`src/rtl/corelet_ctrl.sv`:
```
// corelet_ctrl: sequencer for one convolution run on the corelet.
//
// For each of KIJ kernel positions it loads ROW weight rows from xmem into
// L0 (W_LD), pushes them into the PE array (K_LD), streams len activation
// vectors into L0 (X_LD) and through the array (EXEC), waits for the array
// to empty (DRAIN), then moves len output rows from the OFIFO into psum
// memory (OF_RD). After the last kernel position, every output o is rebuilt
// by reading its KIJ partial sums through the SFP accumulator (ACC). The
// result is written back above the partial-sum region (SFP_WB).
//
// Optional feature macro: CTRL_RELU_EN. When defined, inst[5] (relu)
// follows inst[33] during accumulation. When undefined, inst[5] is tied 0.
//
// Ports
//   clk, reset     rising-edge clock, synchronous active-high reset
//   start          one-cycle run request, only looked at in IDLE
//   len            activation vectors per kernel position, latched at start
//   ofifo_valid    OFIFO has a readable row; each cycle it is high in OF_RD
//                  counts as one read (no ready: the OFIFO pop is inst[6])
//   inst[33:0]     corelet instruction word ([1:0] mac, [2] L0 wr, [3] L0 rd,
//                  [5] relu, [6] OFIFO rd, [33] SFP acc; others 0)
//   xmem_rd/addr   activation/weight SRAM read port
//   pmem_wr/rd/addr psum SRAM port (one address, read or write)
//   busy, done     status; done pulses once per run
//   dbg_state      current FSM state, for observation only
//
// Timing: stage 1 registers decode the current state (xmem_rd, mac/L0 rd,
// OFIFO rd, busy, done). Stage 2 adds the SRAM read latency (L0 wr) and
// issues all pmem traffic. Stage 3 carries the SFP accumulate. Keeping all
// pmem traffic on one stage means the last OF_RD write and the first ACC read
// never share the single pmem address.
module corelet_ctrl #(
  parameter int ROW = 8,
  parameter int COL = 8,
  parameter int KIJ = 9,
  parameter int LEN_W = 8,
  parameter int AW = 11,
  parameter logic [AW-1:0] W_BASE = 11'd1024
) (
  input  logic             clk,
  input  logic             reset,
  input  logic             start,
  input  logic [LEN_W-1:0] len,
  input  logic             ofifo_valid,
  output logic [33:0]      inst,
  output logic             xmem_rd,
  output logic [AW-1:0]    xmem_addr,
  output logic             pmem_wr,
  output logic             pmem_rd,
  output logic [AW-1:0]    pmem_addr,
  output logic             busy,
  output logic             done,
  output logic [3:0]       dbg_state
);

  typedef enum logic [3:0] {
    S_IDLE   = 4'd0,
    S_W_LD   = 4'd1,
    S_K_LD   = 4'd2,
    S_X_LD   = 4'd3,
    S_EXEC   = 4'd4,
    S_DRAIN  = 4'd5,
    S_OF_RD  = 4'd6,
    S_ACC    = 4'd7,
    S_SFP_WB = 4'd8,
    S_DONE   = 4'd9
  } state_t;

  localparam int CW = 16;
  localparam int KW = (KIJ > 1) ? $clog2(KIJ) : 1;
  localparam logic [CW-1:0] ROW_M1   = CW'(ROW - 1);
  localparam logic [CW-1:0] DRAIN_M1 = CW'(ROW + COL - 1);
  localparam logic [CW-1:0] KIJ_M1_C = CW'(KIJ - 1);
  localparam logic [KW-1:0] KIJ_M1_K = KW'(KIJ - 1);
  localparam logic [AW-1:0] ROW_A    = AW'(ROW);
  localparam logic [AW-1:0] KIJ_A    = AW'(KIJ);

  state_t           state, state_n;
  logic [CW-1:0]    cnt, cnt_n;
  logic [KW-1:0]    kij, kij_n;
  logic [LEN_W-1:0] o, o_n;
  logic [LEN_W-1:0] rd_cnt, rd_cnt_n;
  logic [LEN_W-1:0] len_q, len_q_n;

  logic [CW-1:0]    len_m1_c;
  logic [LEN_W-1:0] len_m1;
  logic [AW-1:0]    cnt_a, kij_a, len_a, o_a, rd_a;
  logic [AW-1:0]    w_addr, of_addr, acc_addr, sfp_addr;

  // Stage registers behind inst and the pmem port.
  logic [1:0]       mac;
  logic             l0_wr, l0_rd, of_rd, acc, relu;
  logic [AW-1:0]    of_addr_q, p_addr_q;
  logic             p_rd_q, p_wr_q;

  assign len_m1_c = CW'(len_q) - CW'(1);
  assign len_m1   = len_q - LEN_W'(1);

  // All address math is done at AW bits so it wraps silently.
  assign cnt_a    = AW'(cnt);
  assign kij_a    = AW'(kij);
  assign len_a    = AW'(len_q);
  assign o_a      = AW'(o);
  assign rd_a     = AW'(rd_cnt);
  assign w_addr   = W_BASE + kij_a * ROW_A + cnt_a;
  assign of_addr  = kij_a * len_a + rd_a;
  assign acc_addr = cnt_a * len_a + o_a;
  assign sfp_addr = KIJ_A * len_a + o_a;

  always_ff @(posedge clk) begin
    if (reset) begin
      state  <= S_IDLE;
      cnt    <= '0;
      kij    <= '0;
      o      <= '0;
      rd_cnt <= '0;
      len_q  <= '0;
    end else begin
      state  <= state_n;
      cnt    <= cnt_n;
      kij    <= kij_n;
      o      <= o_n;
      rd_cnt <= rd_cnt_n;
      len_q  <= len_q_n;
    end
  end

  always_comb begin
    state_n  = state;
    cnt_n    = cnt;
    kij_n    = kij;
    o_n      = o;
    rd_cnt_n = rd_cnt;
    len_q_n  = len_q;
    unique case (state)
      S_IDLE: begin
        if (start) begin
          len_q_n  = len;
          cnt_n    = '0;
          kij_n    = '0;
          o_n      = '0;
          rd_cnt_n = '0;
          state_n  = (len != '0) ? S_W_LD : S_DONE;
        end
      end
      S_W_LD: begin
        if (cnt == ROW_M1) begin
          cnt_n   = '0;
          state_n = S_K_LD;
        end else cnt_n = cnt + CW'(1);
      end
      S_K_LD: begin
        if (cnt == ROW_M1) begin
          cnt_n   = '0;
          state_n = S_X_LD;
        end else cnt_n = cnt + CW'(1);
      end
      S_X_LD: begin
        if (cnt == len_m1_c) begin
          cnt_n   = '0;
          state_n = S_EXEC;
        end else cnt_n = cnt + CW'(1);
      end
      S_EXEC: begin
        if (cnt == len_m1_c) begin
          cnt_n   = '0;
          state_n = S_DRAIN;
        end else cnt_n = cnt + CW'(1);
      end
      S_DRAIN: begin
        if (cnt == DRAIN_M1) begin
          cnt_n    = '0;
          rd_cnt_n = '0;
          state_n  = S_OF_RD;
        end else cnt_n = cnt + CW'(1);
      end
      S_OF_RD: begin
        // Only cycles with a readable row count; otherwise wait here.
        if (ofifo_valid) begin
          if (rd_cnt == len_m1) begin
            rd_cnt_n = '0;
            cnt_n    = '0;
            if (kij == KIJ_M1_K) begin
              kij_n   = '0;
              o_n     = '0;
              state_n = S_ACC;
            end else begin
              kij_n   = kij + KW'(1);
              state_n = S_W_LD;
            end
          end else rd_cnt_n = rd_cnt + LEN_W'(1);
        end
      end
      S_ACC: begin
        if (cnt == KIJ_M1_C) begin
          cnt_n   = '0;
          state_n = S_SFP_WB;
        end else cnt_n = cnt + CW'(1);
      end
      S_SFP_WB: begin
        cnt_n = '0;
        if (o == len_m1) begin
          o_n     = '0;
          state_n = S_DONE;
        end else begin
          o_n     = o + LEN_W'(1);
          state_n = S_ACC;
        end
      end
      S_DONE:  state_n = S_IDLE;
      default: state_n = S_IDLE;
    endcase
  end

  always_ff @(posedge clk) begin
    if (reset) begin
      xmem_rd   <= 1'b0;
      xmem_addr <= '0;
      mac       <= 2'b00;
      l0_rd     <= 1'b0;
      of_rd     <= 1'b0;
      of_addr_q <= '0;
      p_rd_q    <= 1'b0;
      p_wr_q    <= 1'b0;
      p_addr_q  <= '0;
      busy      <= 1'b0;
      done      <= 1'b0;
      l0_wr     <= 1'b0;
      pmem_wr   <= 1'b0;
      pmem_rd   <= 1'b0;
      pmem_addr <= '0;
      acc       <= 1'b0;
    end else begin
      // Stage 1: decode of the current state.
      xmem_rd <= (state == S_W_LD) || (state == S_X_LD);
      if (state == S_W_LD)      xmem_addr <= w_addr;
      else if (state == S_X_LD) xmem_addr <= cnt_a;
      mac       <= (state == S_K_LD) ? 2'b01 : (state == S_EXEC) ? 2'b10 : 2'b00;
      l0_rd     <= (state == S_K_LD) || (state == S_EXEC);
      of_rd     <= (state == S_OF_RD) && ofifo_valid;
      of_addr_q <= of_addr;
      p_rd_q    <= (state == S_ACC);
      p_wr_q    <= (state == S_SFP_WB);
      p_addr_q  <= (state == S_ACC) ? acc_addr : sfp_addr;
      busy      <= (state != S_IDLE);
      done      <= (state == S_DONE);
      // Stage 2: L0 write lands with the SRAM data; pmem traffic.
      l0_wr   <= xmem_rd;
      pmem_wr <= of_rd || p_wr_q;
      pmem_rd <= p_rd_q;
      if (of_rd)                 pmem_addr <= of_addr_q;
      else if (p_rd_q || p_wr_q) pmem_addr <= p_addr_q;
      // Stage 3: accumulate once the psum read data is available.
      acc <= pmem_rd;
    end
  end

`ifdef CTRL_RELU_EN
  always_ff @(posedge clk) begin
    if (reset) relu <= 1'b0;
    else       relu <= pmem_rd;
  end
`else
  assign relu = 1'b0;
`endif

  assign inst = {acc, 26'b0, of_rd, relu, 1'b0, l0_rd, l0_wr, mac};
  assign dbg_state = state;

endmodule

```
`config.mk`:
```
export PLATFORM = sky130hd
export DESIGN_NAME = corelet_ctrl
export DESIGN_NICKNAME = d
export VERILOG_FILES = /design/src/rtl/corelet_ctrl.sv
export SDC_FILE = /design/constraint.sdc
export NUM_CORES = 1
export LEC_CHECK = 0
export CAP_MARGIN = 20
export CELL_PAD_IN_SITES_DETAIL_PLACEMENT = 0
export CELL_PAD_IN_SITES_GLOBAL_PLACEMENT = 1
export CORE_ASPECT_RATIO = 1.25
export CORE_MARGIN = 8
export CORE_UTILIZATION = 50
export CTS_BUF_LIST = sky130_fd_sc_hd__clkbuf_8
export DETAILED_ROUTE_END_ITERATION = 8
export PLACE_DENSITY = 0.9
export SYNTH_ARGS = -nofsm -noshare
export SYNTH_HDL_FRONTEND = slang
export SYNTH_SLANG_ARGS = --single-unit
```
`constraint.sdc`:
```
create_clock -name clk -period 11.35 [get_ports clk]
set_input_delay 1.7025 -clock clk [delete_from_list [all_inputs] [get_ports clk]]
set_output_delay 1.7025 -clock clk [all_outputs]
set_load 0.02 [all_outputs]
```
==> key figures <==
Status
  • Status: finished, final reports clean

Route
  • Drt via density: 5.41
  • DRT Wirelength: 21.7 mm
  • Routed Antenna Nets: 0
  • Residual DRC: 0
  • WL/cell: between 15 and 20 um
  • Iteration-0 DRC Markers: a little under 400
  • DR vias: 7022
  • Drt pass-1 iters: 5

Synthesis
  • Area leader, netlist: dfxtp_1
  • Synth Area in Simple Gates: 19.2%
  • Netlist cell types: 72
  • Sequential fraction of the synthesis area: between 20% and 30%
  • Synthesized cell area: 9100 um^2
  • Adder-Cell Fraction of Synth Area: between 20% and 30%
  • #FFs+latches synth: 105
  • Top FF cell, synth: dfxtp_1
  • EDFF count, synth: 0
  • Synth Area in XOR/XNOR: under 10%
  • Yosys warning total: 0
  • Mux contribution to synthesized area: 3.56%
  • Yosys top cell area share: 23.1%
  • Combinational family with the most area after synthesis: adder cells
  • Mapped Cells: 1060
  • FFs w/ async S/R, synth: 0%
  • Synth area leaders: dfxtp_1, fa_1, ha_1
  • Synth Area in Compound Gates: 11.4%
  • Syn Area/Cell: 8.59 um^2

Setup path
  • Levels on crit path: 16
  • Buf/Inv on CP: 3
  • Maximum fanout along the worst path: 19
  • Crit path from: len_q[0]
  • Worst setup endpoint: p_addr_q[10]
  • Delay-heaviest family, CP: adder cells
  • Crit Reg-Reg Startpoint: len_q[0]
  • CP Cell Sequence: nand2_1 -> fa_1 -> inv_1 -> fa_1 -> ha_1 -> inv_1 -> fa_1 -> inv_1 -> ha_1 -> a21o_1 -> a21oi_1 -> o21ai_0 -> a2111oi_0 -> nor3_1 -> nand3b_1 -> a31oi_1
  • CP peak stage delay: 0.84 ns
  • Crit path DAT: just over 5 ns
  • Slowest cell on the critical path: dfxtp_1
  • Setup crit end kind: flip-flop
  • CP Launch Type: flip-flop
  • Worst Reg2Reg Path Length in Cells: 16
  • Worst R2R Setup Slack: 6.58 ns
  • Crit path required time: 11.67 ns
  • Crit Path Class: flip-flop to flip-flop
  • RR Endpoint: p_addr_q[10]

Power
  • Power Density: 143 nW/um^2
  • Combinational share of power: 45.2%
  • Leakage: 4.21 nW
  • Clk network pwr share: about a fifth
  • Pint: between 0.0007 and 0.0008 W
  • Reg power frac: 36.1%
  • Worst vdd ir: 0.107 mV
  • Sw power: 0.000602 W
  • Sw frac: between 40% and 50%

GRT
  • Largest net degree at the start of global routing: 74
  • Vias in the first global route: 6881
  • Initial antenna violation count: 0
  • GRT overflow: 0
  • GR Util All Layers: 19.2%
  • Global-route wire length before repair: 35.1 mm

Timing
  • Measured slew at the worst slew-check pin: 0.929 ns
  • F_max: 0.209 GHz
  • Clock Skew: 0.00818 ns
  • Final hold vios: 0
  • Final setup fails: 0
  • Fin crit period: 4.77 ns
  • Final Cycle Share: 42.1%
  • Unrepaired setup endpoints after global routing: no
  • Slew HR: 38.0%
  • Setup TNS Final: 0 ns
  • Final slew viol count: 0

CTS
  • CTS clk-pin slew, worst paths: 0.11 ns
  • Max Root-Sink Buffers: 2
  • Post-cts resize count: 0
  • Post-CTS Setup Repair Bufs: 0
  • CTS tree: yes
  • CTS sink cnt: 105
  • TritonCTS Buffers: 9
  • Clk Latency, worst-skew pair: roughly 0.4 ns
  • Root Buffer: clkbuf_8
  • Hold-fix buffers, CTS: 0
  • H-tree depth: 3

Placed design
  • Dpl hpwl: 16.5 mm
  • Routability congestion estimate: roughly 0.87
  • DP Area: 9560 um^2
  • I/O Buffers: 48

Min path
  • Hold Crit Start: pmem_rd
  • Hold WC Path Type: flip-flop to flip-flop

Floorplan
  • Die X: 137 um
  • DIE AREA: about 23000 um^2
  • Starting density of the core: roughly 51%
  • I/O pin total: 77
  • Die height: 167 um
  • CORE AREA: 18000 um^2
  • Placement Rows: 55

Final layout
  • Synth-to-Final Area Change: 7.38%
  • Nets: 1211
  • Design area: 9780 um^2
  • Layout cells sized above 1: slightly below 4%
  • Ant. Diodes: 0

Flow run
  • MaxCap Viol Count: 0
## cell usage after synthesis (7+ instances only)
cell,n
nand2b_1,8
nand4_1,12
nand2_1,75
xnor3_1,9
mux2i_1,29
fa_1,61
and2_1,42
buf_4,32
a211oi_1,31
or3_1,10
xnor2_1,54
nor4_1,10
a21oi_1,41
a21o_1,14
xor2_1,17
ha_1,72
nor2_1,104
inv_1,127
o21ai_0,20
clkbuf_1,45
nor2b_1,16
dfxtp_1,105
and3_1,7
nor3_1,14
nand3_1,17
## worst min path at each step
stage	end	slack [ns]	cells after the start
6_report	acc	0.47	1
5_1_grt	acc	0.48	1
4_1_cts	acc	0.47	1
3_5_place_dp	acc	0.45	1
3_3_place_gp	acc	0.45	1
2_1_floorplan	pmem_wr	0.43	2
## cell type report
type / count / area [um^2]
sequential: 105 / 2100
tap: 228 / 285
fill: 1639 / 8180
clock buffer: 10 / 138
inverter: 128 / 480
clock inverter: 6 / 82.6
timing repair buffer: 56 / 536
multi-input combinational: 766 / 6150
## placed cells by master, fill, tap and decap left out, drive strengths merged, types with 14 or more instances in the layout
| cell | count |
|---|---|
| inv | 131 |
| dfxtp | 105 |
| nor2 | 105 |
| nand2 | 75 |
| ha | 72 |
| fa | 61 |
| xnor2 | 54 |
| clkdlybuf4s50 | 47 |
| and2 | 43 |
| a21oi | 41 |
| a211oi | 32 |
| mux2i | 29 |
| conb | 28 |
| o21ai | 22 |
| nand3 | 17 |
| xor2 | 17 |
| nor2b | 16 |
| nor3 | 15 |
| a21o | 14 |
## metrics by stage
stage          worst slack [ns]  std cells  util, %  total power (W)  hold slack (ns)
2_1_floorplan              6.91       1087        -         0.000981            0.427
3_3_place_gp               6.67       1283     53.2          0.00113            0.446
3_5_place_dp               6.59       1283     53.2          0.00114            0.453
4_1_cts                    6.59       1299     54.4          0.00141            0.471
5_1_grt                    6.34       1299     54.4          0.00149            0.481
6_report                   6.58       1299     54.4          0.00140            0.468
## registers in the layout, summed over array words and instances, names as in the netlist, 2 cells and up
name / cells
dbg_state: 4
len_q: 8
of_addr_q: 11
mac: 2
xmem_addr: 11
p_addr_q: 11
o: 8
pmem_addr: 11
cnt: 16
rd_cnt: 8
kij: 4
## logic make-up after synthesis
group | Yosys count
mux | 32
compound gates | 151
other cells | 1
xor+xnor | 80
buf+inv | 216
flops | 105
fa+ha+maj | 133
simple gates | 342
## routing by layer
metal | vias to the layer above | wire (um) | track usage [%]
met5 | - | 0 | 0
met4 | 0 | 680 | 7.71
met2 | 199 | 10800 | 33.6
li1 | 3454 | - | -
met3 | 36 | 1110 | 2.95
met1 | 3333 | 9090 | 22.9
## power groups by stage
stage / sequential, W / clock, W / combinational [W]
2_1_floorplan: 0.000470 / 0 / 0.000511
3_3_place_gp: 0.000511 / 0 / 0.000623
3_5_place_dp: 0.000513 / 0 / 0.000627
4_1_cts: 0.000505 / 0.000269 / 0.000632
5_1_grt: 0.000512 / 0.000282 / 0.000696
6_report: 0.000504 / 0.000261 / 0.000632
No activity file was read; power rests on OpenSTA's default activity.
